## config.mk

```make
export PLATFORM = sky130hd
export DESIGN_NAME = mem_port_arbiter
export DESIGN_NICKNAME = d
export VERILOG_FILES = /design/src/rtl/mem_port_arbiter.sv
export SDC_FILE = /design/constraint.sdc
export NUM_CORES = 1
export LEC_CHECK = 0
export CORE_UTILIZATION = 45
export CTS_CLUSTER_DIAMETER = 200
export DETAILED_ROUTE_END_ITERATION = 6
export DONT_BUFFER_PORTS = 1
export PLACE_DENSITY_LB_ADDON = 0.08
export SETUP_SLACK_MARGIN = 0.2
export SYNTH_ARGS = -nofsm -noshare
export SYNTH_HDL_FRONTEND = slang
export SYNTH_SLANG_ARGS = --single-unit
```

## constraint.sdc

```tcl
create_clock -name clk -period 6.8 [get_ports clk]
set_input_delay 2.04 -clock clk [delete_from_list [all_inputs] [get_ports clk]]
set_output_delay 2.04 -clock clk [all_outputs]
set_load 0.005 [all_outputs]
```

## src/rtl/mem_port_arbiter.sv

```systemverilog
// Arbitrates one single-port unified memory between Fetch (IF) and Memory (DM) stages with starvation guard and flush discard.
// Define ARB_PERF_EN to add free-running stall and forced-grant performance counters.
module mem_port_arbiter #(
    parameter int ADDR_W     = 32,
    parameter int DATA_W     = 32,
    parameter int STARVE_MAX = 3
) (
    input  logic                  clk,
    input  logic                  rst,
    input  logic                  if_req_i,
    input  logic [ADDR_W-1:0]     if_addr_i,
    output logic [DATA_W-1:0]     if_rdata_o,
    output logic                  if_valid_o,
    output logic                  if_stall_o,
    input  logic                  flush_i,
    input  logic                  dm_req_i,
    input  logic                  dm_we_i,
    input  logic [ADDR_W-1:0]     dm_addr_i,
    input  logic [DATA_W-1:0]     dm_wdata_i,
    input  logic [DATA_W/8-1:0]   dm_be_i,
    output logic [DATA_W-1:0]     dm_rdata_o,
    output logic                  dm_valid_o,
    output logic                  dm_stall_o,
    output logic                  mem_req_o,
    output logic                  mem_we_o,
    output logic [ADDR_W-1:0]     mem_addr_o,
    output logic [DATA_W-1:0]     mem_wdata_o,
    output logic [DATA_W/8-1:0]   mem_be_o,
    input  logic                  mem_gnt_i,
    input  logic                  mem_rvalid_i,
    input  logic [DATA_W-1:0]     mem_rdata_i
`ifdef ARB_PERF_EN
    ,
    output logic [31:0]           perf_if_stall_o,
    output logic [31:0]           perf_dm_stall_o,
    output logic [7:0]            perf_starve_o
`endif
);

    localparam int BE_W = DATA_W / 8;
    localparam logic [1:0] S_IDLE = 2'd0;
    localparam logic [1:0] S_REQ  = 2'd1;
    localparam logic [1:0] S_WAIT = 2'd2;
    localparam logic [1:0] S_DONE = 2'd3;
    localparam logic [3:0] STARVE_LIM = 4'(STARVE_MAX);

    logic [1:0]        state_q, state_d;
    logic              own_dm_q, own_dm_d;
    logic [ADDR_W-1:0] addr_q, addr_d;
    logic [DATA_W-1:0] wdata_q, wdata_d;
    logic [BE_W-1:0]   be_q, be_d;
    logic              we_q, we_d;
    logic [3:0]        starve_q, starve_d;
    logic              discard_q, discard_d;
    logic [DATA_W-1:0] if_rdata_q, if_rdata_d;
    logic [DATA_W-1:0] dm_rdata_q, dm_rdata_d;

    // A fetch presented alongside a flush belongs to the squashed path.
    logic if_elig, force_if;
    assign if_elig  = if_req_i & ~flush_i;
    assign force_if = if_elig & (starve_q == STARVE_LIM);

    always_comb begin
        // NOTE: every _d defaults to its _q first so no path through the case infers a latch.
        state_d    = state_q;
        own_dm_d   = own_dm_q;
        addr_d     = addr_q;
        wdata_d    = wdata_q;
        be_d       = be_q;
        we_d       = we_q;
        starve_d   = starve_q;
        discard_d  = discard_q;
        if_rdata_d = if_rdata_q;
        dm_rdata_d = dm_rdata_q;
        case (state_q)
            S_IDLE: begin
                if (dm_req_i && !force_if) begin
                    own_dm_d = 1'b1;
                    addr_d   = dm_addr_i;
                    wdata_d  = dm_wdata_i;
                    be_d     = dm_be_i;
                    we_d     = dm_we_i;
                    state_d  = S_REQ;
                    if (!if_req_i) begin
                        starve_d = '0;
                    end else if (starve_q != STARVE_LIM) begin
                        starve_d = starve_q + 4'd1;
                    end
                end else if (if_elig) begin
                    own_dm_d = 1'b0;
                    addr_d   = if_addr_i;
                    wdata_d  = '0;
                    be_d     = '1;
                    we_d     = 1'b0;
                    starve_d = '0;
                    state_d  = S_REQ;
                end
            end
            S_REQ: begin
                if (flush_i && !own_dm_q) discard_d = 1'b1;
                if (mem_gnt_i) state_d = we_q ? S_DONE : S_WAIT;
            end
            S_WAIT: begin
                if (flush_i && !own_dm_q) discard_d = 1'b1;
                if (mem_rvalid_i) begin
                    if (own_dm_q) dm_rdata_d = mem_rdata_i;
                    else          if_rdata_d = mem_rdata_i;
                    state_d = S_DONE;
                end
            end
            default: begin
                discard_d = 1'b0;
                state_d   = S_IDLE;
            end
        endcase
    end

    always_ff @(posedge clk or posedge rst) begin
        if (rst) begin
            state_q    <= S_IDLE;
            own_dm_q   <= 1'b0;
            addr_q     <= '0;
            wdata_q    <= '0;
            be_q       <= '0;
            we_q       <= 1'b0;
            starve_q   <= '0;
            discard_q  <= 1'b0;
            if_rdata_q <= '0;
            dm_rdata_q <= '0;
        end else begin
            // NOTE: non-blocking updates let every register see pre-edge values regardless of statement order.
            state_q    <= state_d;
            own_dm_q   <= own_dm_d;
            addr_q     <= addr_d;
            wdata_q    <= wdata_d;
            be_q       <= be_d;
            we_q       <= we_d;
            starve_q   <= starve_d;
            discard_q  <= discard_d;
            if_rdata_q <= if_rdata_d;
            dm_rdata_q <= dm_rdata_d;
        end
    end

    // A flush landing in DONE still suppresses the fetch pulse.
    assign if_valid_o  = (state_q == S_DONE) & ~own_dm_q & ~discard_q & ~flush_i;
    assign dm_valid_o  = (state_q == S_DONE) & own_dm_q;
    assign if_stall_o  = if_req_i & ~if_valid_o;
    assign dm_stall_o  = dm_req_i & ~dm_valid_o;
    assign if_rdata_o  = if_rdata_q;
    assign dm_rdata_o  = dm_rdata_q;
    assign mem_req_o   = (state_q == S_REQ);
    assign mem_we_o    = we_q;
    assign mem_addr_o  = addr_q;
    assign mem_wdata_o = wdata_q;
    assign mem_be_o    = be_q;

`ifdef ARB_PERF_EN
    logic [31:0] perf_if_stall_q, perf_dm_stall_q;
    logic [7:0]  perf_starve_q;
    logic        forced_grant;
    assign forced_grant = (state_q == S_IDLE) & force_if & dm_req_i;

    always_ff @(posedge clk or posedge rst) begin
        if (rst) begin
            perf_if_stall_q <= '0;
            perf_dm_stall_q <= '0;
            perf_starve_q   <= '0;
        end else begin
            if (if_stall_o)   perf_if_stall_q <= perf_if_stall_q + 32'd1;
            if (dm_stall_o)   perf_dm_stall_q <= perf_dm_stall_q + 32'd1;
            if (forced_grant) perf_starve_q   <= perf_starve_q + 8'd1;
        end
    end

    assign perf_if_stall_o = perf_if_stall_q;
    assign perf_dm_stall_o = perf_dm_stall_q;
    assign perf_starve_o   = perf_starve_q;
`endif

endmodule

```

==> metrics.md <==
| Metric | Value |
|---|---|
| Pwr Density | `498 mW/mm²` |
| Crit path kind | `input pin to output pin` |
| DR WL/cell | `20.2 µm` |
| Internal Power | `0.00226 W` |
| Mapped Nets | `593` |
| # DRC | `0` |
| #FFs+latches synth | `141` |
| Top post-synthesis cells by area | `dfrtp_1, mux2_2, inv_1` |
| Peak supply drop | `0.000185 V` |
| Number of synthesized flops with an enable pin | `0` |
| Seq pwr share | `48.4%` |
| Clock power share | `28.6%` |
| Antenna viol nets, final | `0` |
| Max Root-Sink Buffers | `2` |
| Initial DRC count | `276` |
| Final Critical Period | `4880 ps` |
| Core area | `0.0126 mm²` |
| Dpl hpwl | `8850 µm` |
| Synth Instances | `448` |
| Element type at the critical path start | `input pin` |
| Worst hold path stage count | `1` |
| Post-Syn Area | `0.00583 mm²` |
| TritonCTS clock tree | `yes` |
| Fin nets | `593` |
| Clock tree sinks | `141` |
| Synthesized area per cell | `13.0 µm²` |
| Slowest CP cell | `nor4b_1` |
| P&R area growth vs syn | `12.3%` |
| Clk_lat worst skew | `420 ps` |
| Row count | `41` |
| # fillers | `1,145` |
| Initial Util | `46.2%` |
| Comb pwr share | `23.0%` |
| Worst EP arrival | `2840 ps` |
| Worst path cell trace | `nor4b_1 > nor2b_1` |
| Register area share after synthesis | `60.6%` |
| Die X | `116 µm` |
| Antenna diodes | `0` |
| Worst-path maximum fanout | `5` |
| Total Wirelength | `12,800 µm` |
| Reg2reg setup slack | `3860 ps` |
| Total Routing Usage GR | `19.1%` |
| Worst r2r path cells | `6` |
| Die ar. | `0.0134 mm²` |
| Switch Pwr | `0.00100 W` |
| RSZ-0062 raised after global routing | `false` |
| Levels on crit path | `2` |
| CTS HTree Levels | `4` |
| Number of vias per cell | `5.61` |
| Count of input and output buffers | `0` |
| Multi-input gate area in the final layout | `0.00176 mm²` |
| Leakage | `3.21 nW` |
| Chip Height | `116 µm` |
| Clock Tree Root | `clkbuf_16` |
| GPL Wtd Cong | `0.768` |
| Kind of cell adding the most delay to the critical path | `simple AND/OR/NAND/NOR gates` |
| Fin crit share | `71.8%` |
| Post-synth top area cell | `dfrtp_1` |
| Share of Yosys cell area claimed by the top area cell type | `60.6%` |
| Global-route wire length before repair | `19,000 µm` |
| Worst-path clk slew | `60 ps` |
| Setup violators final | `0` |
| Status | `complete, no violations` |
| Cts hold-fix bufs | `0` |
| Ys async rst share | `100%` |
| Ys flop type | `dfrtp_1` |
| Register Area | `0.00353 mm²` |
| Setup TNS | `0 ps` |
| Initial antenna violation count | `0` |
| Achievable Freq | `0.205 GHz` |
| I/O pin cnt | `278` |
| Share of layout cells above drive strength 1 | `23.2%` |
| Vias post-DR | `3,550` |
| Slew Limit Fails | `0` |
| MaxCap Viol Count | `0` |
| Slew HR | `24.2%` |
| Sw Share | `30.7%` |
| Clock buffer count from CTS | `17` |
| Drt pass-1 iters | `7` |
| CP bufs+invs | `0` |
| CP Capture Type | `output pin` |
| Setup Fix Bufs, Post-CTS | `0` |
| Largest net degree at the start of global routing | `76` |
| Vias in the first global route | `3,710` |
| Crit path required time | `4760 ps` |
| Total power | `0.00326 W` |
| PostCTS Resize Cnt | `0` |
| Unique cell type count in the Yosys netlist | `41` |
| Critical path's largest stage delay | `660 ps` |
| Remaining Overflow, GRT | `0` |
| Final Util | `51.9%` |
| Hold/Removal Path Class | `flop to flop` |
| Clock Skews | `6.66 ps` |
| Synth Warn # | `0` |
| Final hold vios | `0` |
| Slew @ Worst Pin | `1130 ps` |
==> kinds of logic after synthesis <==
family | count (synthesis) | share of synthesized area, %
buffers and inverters | 129 | 9.49
AND/OR/NAND/NOR | 22 | 2.53
flip-flops | 141 | 60.6
AO/OA/AOI/OAI | 84 | 13.4
multiplexers | 67 | 12.9
adder cells (fa/ha/maj) | 5 | 1.07
==> cell type report <==
type                       count  share of cell area, %
clock inverter                11                   2.16
multi-input combinational    178                   26.9
timing repair buffer           6                  0.688
sequential                   141                   53.9
clock buffer                  21                   7.03
tap                          172                   3.29
inverter                     104                   6.04
==> synthesized netlist by cell type, types with 2 or more instances <==
| master | n |
|---|---|
| a22o_1 | 33 |
| nand3_1 | 2 |
| clkbuf_1 | 4 |
| a222oi_1 | 32 |
| mux2_2 | 66 |
| buf_2 | 13 |
| inv_1 | 104 |
| o22a_1 | 5 |
| a211o_1 | 2 |
| o21ai_0 | 2 |
| nor2b_1 | 3 |
| ha_1 | 5 |
| buf_6 | 6 |
| buf_4 | 2 |
| nor2_1 | 3 |
| dfrtp_1 | 141 |
==> through the flow <==
step / hold slack, ps / instances / instance area [µm²] / setup WS (ps)
CTS: 496 / 633 / 6550 / 1910
floorplan: 461 / 448 / 5830 / 979
global placement: 492 / 601 / 5940 / 1930
finish: 498 / 633 / 6550 / 1920
global route: 525 / 633 / 6550 / 1830
detailed placement: 483 / 601 / 5940 / 1920
==> layout by cell type, fill, tap and decap left out, types with 3 or more instances in the layout <==
| cell | n |
|---|---|
| a222oi_1 | 32 |
| a22o_1 | 33 |
| buf_4 | 6 |
| bufinv_16 | 3 |
| clkbuf_16 | 17 |
| clkinv_2 | 4 |
| clkinvlp_4 | 3 |
| dfrtp_1 | 141 |
| ha_1 | 5 |
| inv_1 | 103 |
| mux2_2 | 66 |
| nor2_1 | 3 |
| nor2b_1 | 3 |
| o22a_1 | 5 |
==> worst paths after layout <==
check                                              end                    from
setup reg to reg            mem_addr_o[25]$_DFFE_PP0P_  state_q[0]$_DFFE_PP0P_
setup / recovery                            if_stall_o                 flush_i
min in group asynchronous   if_rdata_o[27]$_DFFE_PP0P_                     rst
hold / removal                   discard_q$_DFFE_PP0P_   discard_q$_DFFE_PP0P_
max in group asynchronous  mem_wdata_o[17]$_DFFE_PP0P_                     rst
hold reg to reg                  discard_q$_DFFE_PP0P_   discard_q$_DFFE_PP0P_
==> power groups by stage <==
| stage | Combinational, W | Clock, W | Sequential (W) |
|---|---|---|---|
| floorplan | 0.000663 | 0 | 0.00148 |
| CTS | 0.000763 | 0.000953 | 0.00158 |
| detailed placement | 0.000767 | 0 | 0.00159 |
| finish | 0.000750 | 0.000932 | 0.00158 |
| global route | 0.000834 | 0.000998 | 0.00163 |
| global placement | 0.000728 | 0 | 0.00159 |
==> routing by layer <==
| metal | vias to the layer above | GRT usage, % | wire length (µm) |
|---|---|---|---|
| met5 | - | 0 | 0 |
| met4 | 0 | 9.32 | 283 |
| met3 | 23 | 8.89 | 1480 |
| met2 | 201 | 31.4 | 6370 |
| met1 | 1763 | 20.9 | 4680 |
| li1 | 1563 | - | - |
==> state kept, by name (all words and copies together), names as in the netlist <==
signal,count
if_rdata_o,32
mem_wdata_o,32
mem_addr_o,32
mem_be_o,4
mem_we_o,1
discard_q,1
state_q,2
dm_rdata_o,32
own_dm_q,1
starve_q,4
Power figures use the tool's default switching activity.
